--- config.mk ---
export PLATFORM = sky130hd
export DESIGN_NAME = data_memory_sweep
export DESIGN_NICKNAME = d
export VERILOG_FILES = /design/src/rtl/data_memory_sweep.sv
export SDC_FILE = /design/constraint.sdc
export NUM_CORES = 2
export LEC_CHECK = 0
export BUFFER_PORTS_ARGS = -buffer_cell sky130_fd_sc_hd__buf_2
export CORE_MARGIN = 2
export CORE_UTILIZATION = 63
export CTS_BUF_LIST = sky130_fd_sc_hd__clkbuf_16
export DETAILED_ROUTE_END_ITERATION = 12
export MAX_ROUTING_LAYER = met4
export PLACE_DENSITY = 0.8
export SLEW_MARGIN = 20
export SYNTH_ARGS = -nofsm -noshare
export SYNTH_HDL_FRONTEND = slang
export SYNTH_SLANG_ARGS = --single-unit
--- constraint.sdc ---
create_clock -name clk -period 5.7 [get_ports clk]
set_input_delay 0.855 -clock clk [delete_from_list [all_inputs] [get_ports clk]]
set_output_delay 0.855 -clock clk [all_outputs]
set_load 0.1 [all_outputs]
--- src/rtl/data_memory_sweep.sv ---
// data_memory_sweep: parametrised single-port synchronous data memory.
// Registered reads with a valid strobe, write-first read-during-write,
// address bounds check, and a clear engine that zeroes one word per cycle
// after reset or on request (busy while sweeping, all accesses ignored).
// Optional feature macro: DMEM_PARITY_EN -- each word carries an even parity
// bit and perr flags a parity failure on the returned word.
module data_memory_sweep #(
   parameter int DATA_W = 9,
   parameter int ADDR_W = 8,
   parameter int DEPTH  = 256
) (
   input  logic              clk,
   input  logic              rst_n,
   input  logic              clr,
   input  logic              we,
   input  logic              re,
   input  logic [ADDR_W-1:0] addr,
   input  logic [DATA_W-1:0] wdata,
   output logic [DATA_W-1:0] rdata,
   output logic              rvalid,
   output logic              busy,
   output logic              perr
);

`ifdef DMEM_PARITY_EN
   localparam int MEM_W = DATA_W + 1;
`else
   localparam int MEM_W = DATA_W;
`endif

   // One extra bit so DEPTH == 2^ADDR_W is representable for the bounds check
   localparam logic [ADDR_W:0]   DEPTH_C = (ADDR_W + 1)'(DEPTH);
   localparam logic [ADDR_W-1:0] LAST_C  = ADDR_W'(DEPTH - 1);
   localparam logic [ADDR_W-1:0] ONE_C   = ADDR_W'(1);

   typedef enum logic [0:0] {
      ST_CLEAR = 1'b0,
      ST_IDLE  = 1'b1
   } state_e;

`ifdef DMEM_PARITY_EN
   // Even parity bit over a data word
   function automatic logic even_parity(input logic [DATA_W-1:0] d);
      return ^d;
   endfunction

   // Stored word (data plus parity) fails its even-parity check
   function automatic logic parity_fail(input logic [MEM_W-1:0] w);
      return ^w;
   endfunction
`endif

   state_e            state_q;
   logic [ADDR_W-1:0] cnt_q;
   logic [MEM_W-1:0]  mem_q [DEPTH];
   logic [DATA_W-1:0] rdata_q;
   logic [DATA_W-1:0] rdata_d;
   logic              rvalid_q;
   logic              perr_q;
   logic              perr_d;

   logic              in_range_s;
   logic              acc_en_s;
   logic              wr_en_s;
   logic              rd_en_s;
   logic              mem_we_s;
   logic [ADDR_W-1:0] mem_addr_s;
   logic [MEM_W-1:0]  mem_wword_s;
   logic [MEM_W-1:0]  wr_word_s;
   logic [MEM_W-1:0]  rd_word_s;

   // Decode accepted accesses and steer the single write port between sweep and user
   always_comb begin
      in_range_s = ({1'b0, addr} < DEPTH_C);
      // a clr request claims the cycle, so a same-cycle access is dropped
      acc_en_s   = (state_q == ST_IDLE) && !clr;
      wr_en_s    = acc_en_s && we && in_range_s;
      rd_en_s    = acc_en_s && re;
`ifdef DMEM_PARITY_EN
      wr_word_s  = {even_parity(wdata), wdata};
`else
      wr_word_s  = wdata;
`endif
      if (state_q == ST_CLEAR) begin
         // sweep writes zero data with zero parity, which is a valid even-parity word
         mem_we_s    = 1'b1;
         mem_addr_s  = cnt_q;
         mem_wword_s = {MEM_W{1'b0}};
      end else begin
         mem_we_s    = wr_en_s;
         mem_addr_s  = addr;
         mem_wword_s = wr_word_s;
      end
   end

   // Next read data: write-first bypass, zero for out-of-range, hold when idle
   always_comb begin
      rd_word_s = {MEM_W{1'b0}};
      rdata_d   = rdata_q;
      perr_d    = 1'b0;
      if (rd_en_s) begin
         if (in_range_s) begin
            if (wr_en_s) begin
               rd_word_s = wr_word_s;
            end else begin
               rd_word_s = mem_q[addr];
            end
            rdata_d = rd_word_s[DATA_W-1:0];
`ifdef DMEM_PARITY_EN
            perr_d  = parity_fail(rd_word_s);
`else
            perr_d  = 1'b0;
`endif
         end else begin
            rdata_d = {DATA_W{1'b0}};
            perr_d  = 1'b0;
         end
      end else begin
         rdata_d = rdata_q;
         perr_d  = 1'b0;
      end
   end

   // Sweep/idle sequencing plus registered read outputs
   always_ff @(posedge clk or negedge rst_n) begin
      if (!rst_n) begin
         state_q  <= ST_CLEAR;
         cnt_q    <= {ADDR_W{1'b0}};
         rdata_q  <= {DATA_W{1'b0}};
         rvalid_q <= 1'b0;
         perr_q   <= 1'b0;
      end else begin
         rvalid_q <= rd_en_s;
         rdata_q  <= rdata_d;
         perr_q   <= perr_d;
         case (state_q)
            ST_CLEAR: begin
               // clr is ignored here: the running sweep is never restarted
               if (cnt_q == LAST_C) begin
                  state_q <= ST_IDLE;
                  cnt_q   <= {ADDR_W{1'b0}};
               end else begin
                  state_q <= ST_CLEAR;
                  cnt_q   <= cnt_q + ONE_C;
               end
            end
            ST_IDLE: begin
               if (clr) begin
                  state_q <= ST_CLEAR;
                  cnt_q   <= {ADDR_W{1'b0}};
               end else begin
                  state_q <= ST_IDLE;
                  cnt_q   <= cnt_q;
               end
            end
            default: begin
               state_q <= ST_CLEAR;
               cnt_q   <= {ADDR_W{1'b0}};
            end
         endcase
      end
   end

   // Array write port; contents are cleared only by the sweep, never by reset
   always_ff @(posedge clk) begin
      if (mem_we_s) begin
         mem_q[mem_addr_s] <= mem_wword_s;
      end
   end

   assign rdata  = rdata_q;
   assign rvalid = rvalid_q;
   assign busy   = (state_q == ST_CLEAR);
   assign perr   = perr_q;

endmodule

==> impl_metrics.xml <==
<?xml version="1.0" encoding="UTF-8"?>
<metrics>
  <group name="worst_setup_path">
    <metric name="timing.rr.end" unit="">mem_q[95][2]$_DFFE_PP_</metric>
    <metric name="critical_path.reg2reg.startpoint" unit="">state_q$_DFF_PN0_</metric>
    <metric name="critPathLaunchType" unit="">input port</metric>
    <metric name="critical_path_peak_fanout" unit="">96</metric>
    <metric name="cp.arrival" unit="ns">5.19</metric>
    <metric name="setup.reg_to_reg.worst_slack" unit="ns">1.66</metric>
    <metric name="crit_required" unit="ns">6.46</metric>
    <metric name="setup.worst_path.class" unit="">in -&gt; reg</metric>
    <metric name="crit_path_end_kind" unit="">flop</metric>
    <metric name="number_of_cells_on_the_worst_reg_to_reg_path" unit="">6</metric>
  </group>
  <group name="route">
    <metric name="detail_route.drc_violations" unit="">0</metric>
    <metric name="postRouteWirelength" unit="mm">236</metric>
    <metric name="route.vias.total" unit="">46400</metric>
    <metric name="route.antenna.remaining_nets" unit="">0</metric>
    <metric name="drt_pre_antenna_iters" unit="">6</metric>
    <metric name="drt_first_iter_violations" unit="">8170</metric>
    <metric name="vias_per_cell" unit="">7.11</metric>
    <metric name="drt-wirelength-per-cell" unit="um">36.2</metric>
  </group>
  <group name="power">
    <metric name="total_switching_power" unit="uW">8380</metric>
    <metric name="p_sw_share" unit="%">23.3</metric>
    <metric name="peakVddDrop" unit="mV">0.442</metric>
    <metric name="static-leakage-power" unit="uW">0.0326</metric>
    <metric name="part_of_the_power_in_combinational_logic" unit="%">8.1</metric>
    <metric name="p_seq_share" unit="%">53.2</metric>
    <metric name="p_per_area" unit="nW/um2">356</metric>
    <metric name="clock_power_share" unit="%">38.7</metric>
    <metric name="total_power" unit="uW">35900</metric>
    <metric name="power_report.internal_total" unit="uW">27600</metric>
  </group>
  <group name="global_routing">
    <metric name="antenna_found_initial" unit="">10</metric>
    <metric name="track_usage" unit="%">33.5</metric>
    <metric name="grt_pass1_vias" unit="">46500</metric>
    <metric name="total_overflow_reported_by_the_global_router" unit="">0</metric>
    <metric name="global_route_wire_length_before_repair" unit="mm">335</metric>
    <metric name="grt_max_degree" unit="">182</metric>
  </group>
  <group name="synthesis">
    <metric name="syn-num-nets" unit="">4154</metric>
    <metric name="avgSynthCellArea" unit="um2">21.9</metric>
    <metric name="post-synth-top-count-cell" unit="">sky130_fd_sc_hd__edfxtp_1</metric>
    <metric name="synthDominantAreaCellType" unit="">sky130_fd_sc_hd__edfxtp_1</metric>
    <metric name="netlist-cell-type-count" unit="">56</metric>
    <metric name="area_share_of_the_largest_cell_type_after_synthesis" unit="%">76.4</metric>
    <metric name="ranking_of_synthesized_cells_by_area" unit="">sky130_fd_sc_hd__edfxtp_1 (76%), sky130_fd_sc_hd__mux4_2 (15%), sky130_fd_sc_hd__mux2i_1 (1.4%), sky130_fd_sc_hd__nor2_1 (1.2%), sky130_fd_sc_hd__dfrtp_1 (0.53%)</metric>
    <metric name="most_used_standard_cells_in_the_synthesized_netlist" unit="">sky130_fd_sc_hd__edfxtp_1 (2,304), sky130_fd_sc_hd__mux4_2 (605), sky130_fd_sc_hd__nor2_1 (281), sky130_fd_sc_hd__mux2i_1 (125), sky130_fd_sc_hd__nand2_1 (92)</metric>
    <metric name="number_of_synthesized_flops_with_an_enable_pin" unit="">2304</metric>
    <metric name="yosys_warnings" unit="">0</metric>
    <metric name="postSynth.asyncResetShare" unit="%">0.818</metric>
    <metric name="synth_seq_cells" unit="">2323</metric>
    <metric name="synth_ff_type" unit="">sky130_fd_sc_hd__edfxtp_1</metric>
    <metric name="synth_cells" unit="">4131</metric>
    <metric name="mappedNetlistArea" unit="um2">90500</metric>
    <metric name="synth_sequential_area_ratio" unit="%">76.9</metric>
  </group>
  <group name="timing">
    <metric name="slew_violations" unit="">0</metric>
    <metric name="finalSetupViolations" unit="">0</metric>
    <metric name="final.period_utilization" unit="%">77.7</metric>
    <metric name="slew-limit-headroom" unit="%">22.2</metric>
    <metric name="hold_viol" unit="">0</metric>
    <metric name="unrepaired_setup_endpoints_after_global_routing" unit="">no</metric>
    <metric name="fmax" unit="MHz">226</metric>
    <metric name="worst_margin_pin_slew" unit="ns">1.16</metric>
    <metric name="finalSetupTns" unit="ns">0</metric>
    <metric name="clock-skew-final" unit="ns">0.0699</metric>
    <metric name="finalCriticalPeriod" unit="ns">4.43</metric>
    <metric name="hold-worst-slack" unit="ns">0.457</metric>
  </group>
  <group name="clock_network">
    <metric name="cts_max_level" unit="">4</metric>
    <metric name="cts_tree" unit="">built</metric>
    <metric name="cts_root_cell" unit="">sky130_fd_sc_hd__clkbuf_16</metric>
    <metric name="post_cts_setup_buffers" unit="">0</metric>
    <metric name="clk_transition_reported_paths" unit="ns">0.06</metric>
    <metric name="clock_insertion_delay_worst_skew" unit="ns">0.88</metric>
    <metric name="cts_inserted_buffers" unit="">214</metric>
    <metric name="cts.sinks" unit="">2323</metric>
    <metric name="clock_tree.buffer_depth" unit="">3</metric>
  </group>
  <group name="min_path">
    <metric name="worstHoldEndpoint" unit="">rdata[1]$_DFFE_PN0P_</metric>
    <metric name="hp_class" unit="">in -&gt; reg</metric>
    <metric name="worst_hold_startpoint" unit="">we</metric>
    <metric name="timing.hold.worst_path_depth" unit="">3</metric>
  </group>
  <group name="placed_design">
    <metric name="number_of_port_buffers" unit="">32</metric>
    <metric name="place.detailed.hpwl" unit="mm">131</metric>
    <metric name="routabilityCongestion" unit="">0.935</metric>
  </group>
  <group name="cells_and_area">
    <metric name="drive_gt1_share" unit="%">27.8</metric>
    <metric name="final_nets" unit="">4454</metric>
    <metric name="area_growth" unit="%">11.5</metric>
  </group>
  <group name="die">
    <metric name="core_area" unit="um2">143000</metric>
    <metric name="die_x" unit="um">383</metric>
    <metric name="initial_core_util" unit="%">63.3</metric>
    <metric name="floorplan.die.height" unit="um">383</metric>
    <metric name="count_of_standard_cell_rows" unit="">139</metric>
    <metric name="fp.dieArea" unit="um2">147000</metric>
    <metric name="floorplan.io_pins" unit="">34</metric>
  </group>
  <group name="job">
    <metric name="cap_viol_max_count" unit="">0</metric>
  </group>
  <group name="outcome">
    <metric name="run_status" unit="">finished clean</metric>
  </group>
</metrics>
-- how the worst max path moves through the flow --
stage	start	end	slack [ns]
CTS	addr[2]	rdata[0]$_DFFE_PN0P_	1.55
finish	addr[2]	rdata[0]$_DFFE_PN0P_	1.27
global route	addr[1]	rdata[6]$_DFFE_PN0P_	1.37
floorplan	state_q$_DFF_PN0_	mem_q[0][2]$_DFFE_PP_	0.52
detailed placement	addr[2]	rdata[0]$_DFFE_PN0P_	0.71
global placement	addr[2]	rdata[0]$_DFFE_PN0P_	0.38
-- through the flow --
step,cell area [um2],util (%),setup slack (ns),cells
after floorplan,90500,-,0.520,4131
after global placement,94200,65.8,0.378,6116
after detailed placement,94200,65.8,0.712,6116
after CTS,101000,70.5,1.55,6514
after global routing,101000,70.6,1.37,6524
final,101000,70.6,1.27,6524
-- routing by layer --
layer	wire, um	part of all wire [%]	GRT usage (%)	vias to the layer above
li1	-	-	-	17900
met1	78500	33	42.9	23800
met2	115000	48	51.0	3821
met3	30600	13	8.74	802
met4	12800	5.4	15.2	0
met5	0	0	-	-
-- sequential cells by signal, summed over array words and instances (netlist names) --
| register | count |
|---|---|
| mem_q | 2304 |
| state_q | 1 |
| rdata | 9 |
| cnt_q | 8 |
| rvalid | 1 |
-- placed cells by master (no fill, tap or decap), types with 5 or more instances in the layout --
| cell type | count |
|---|---|
| sky130_fd_sc_hd__o21ai_0 | 19 |
| sky130_fd_sc_hd__nor2b_1 | 30 |
| sky130_fd_sc_hd__buf_4 | 270 |
| sky130_fd_sc_hd__inv_1 | 49 |
| sky130_fd_sc_hd__clkinvlp_4 | 8 |
| sky130_fd_sc_hd__o221ai_1 | 13 |
| sky130_fd_sc_hd__dfrtp_1 | 19 |
| sky130_fd_sc_hd__and2_4 | 9 |
| sky130_fd_sc_hd__nand2b_1 | 10 |
| sky130_fd_sc_hd__clkbuf_16 | 218 |
| sky130_fd_sc_hd__mux2_2 | 35 |
| sky130_fd_sc_hd__buf_2 | 27 |
| sky130_fd_sc_hd__nor4_1 | 11 |
| sky130_fd_sc_hd__nand3_1 | 33 |
| sky130_fd_sc_hd__a221o_1 | 6 |
| sky130_fd_sc_hd__a221oi_1 | 7 |
| sky130_fd_sc_hd__mux2i_1 | 125 |
| sky130_fd_sc_hd__buf_12 | 21 |
| sky130_fd_sc_hd__o21ai_1 | 12 |
| sky130_fd_sc_hd__and2_1 | 19 |
| sky130_fd_sc_hd__nand2_1 | 92 |
| sky130_fd_sc_hd__nor2_1 | 280 |
| sky130_fd_sc_hd__clkinv_1 | 55 |
| sky130_fd_sc_hd__or3_1 | 5 |
| sky130_fd_sc_hd__o22ai_1 | 51 |
| sky130_fd_sc_hd__edfxtp_1 | 2304 |
| sky130_fd_sc_hd__and3_1 | 9 |
| sky130_fd_sc_hd__mux4_2 | 605 |
| sky130_fd_sc_hd__clkinv_2 | 46 |
| sky130_fd_sc_hd__a21oi_1 | 39 |
| sky130_fd_sc_hd__diode_2 | 9 |
| sky130_fd_sc_hd__bufinv_16 | 17 |
| sky130_fd_sc_hd__a211oi_1 | 55 |
| sky130_fd_sc_hd__nor3_1 | 28 |
| sky130_fd_sc_hd__o2111ai_1 | 7 |
| sky130_fd_sc_hd__a2111oi_0 | 11 |
-- cells by family after synthesis --
family	synth area share [%]
xor gates and xnor gates	0.0484
muxes	16.9
buffers and inverters	1.62
DFF	76.9
other	0.00414
AOI/OAI and AO/OA	1.86
and+or+nand+nor	2.62
adders and majority gates	0.0138
-- worst max-delay path: stages --
cell                        delay (ns)
sky130_fd_sc_hd__buf_8            0.58
sky130_fd_sc_hd__buf_12           0.57
sky130_fd_sc_hd__mux4_2           0.43
sky130_fd_sc_hd__mux4_2           0.49
sky130_fd_sc_hd__nor2b_1          0.18
sky130_fd_sc_hd__a2111oi_1        1.06
sky130_fd_sc_hd__a2111oi_0        0.35
sky130_fd_sc_hd__a221o_1          0.42
-- area by class of cell --
| type | instances | area (um2) |
|---|---|---|
| Antenna cell | 9 | 22.5 |
| Clock buffer | 218 | 5460 |
| Clock inverter | 179 | 1300 |
| Fill cell | 7802 | 42100 |
| Inverter | 7 | 26.3 |
| Multi-Input combinational cell | 1560 | 19500 |
| Sequential cell | 2323 | 69700 |
| Tap cell | 1903 | 2380 |
| Timing Repair Buffer | 325 | 2690 |
-- power groups by stage --
| stage | logic [uW] | registers (uW) | clock network [uW] |
|---|---|---|---|
| finish | 2920 | 19100 | 13900 |
| floorplan | 1590 | 19400 | 0 |
| global route | 2960 | 19100 | 14500 |
| detailed placement | 2760 | 19400 | 0 |
| CTS | 2810 | 19100 | 13900 |
| global placement | 2720 | 19400 | 0 |
-- what timing repair did --
action,4_1_cts,5_1_grt
hold buffers,1,0
gates resized for setup,0,0
endpoints found under the hold margin,19,0
(Power assumes the default switching activity.)
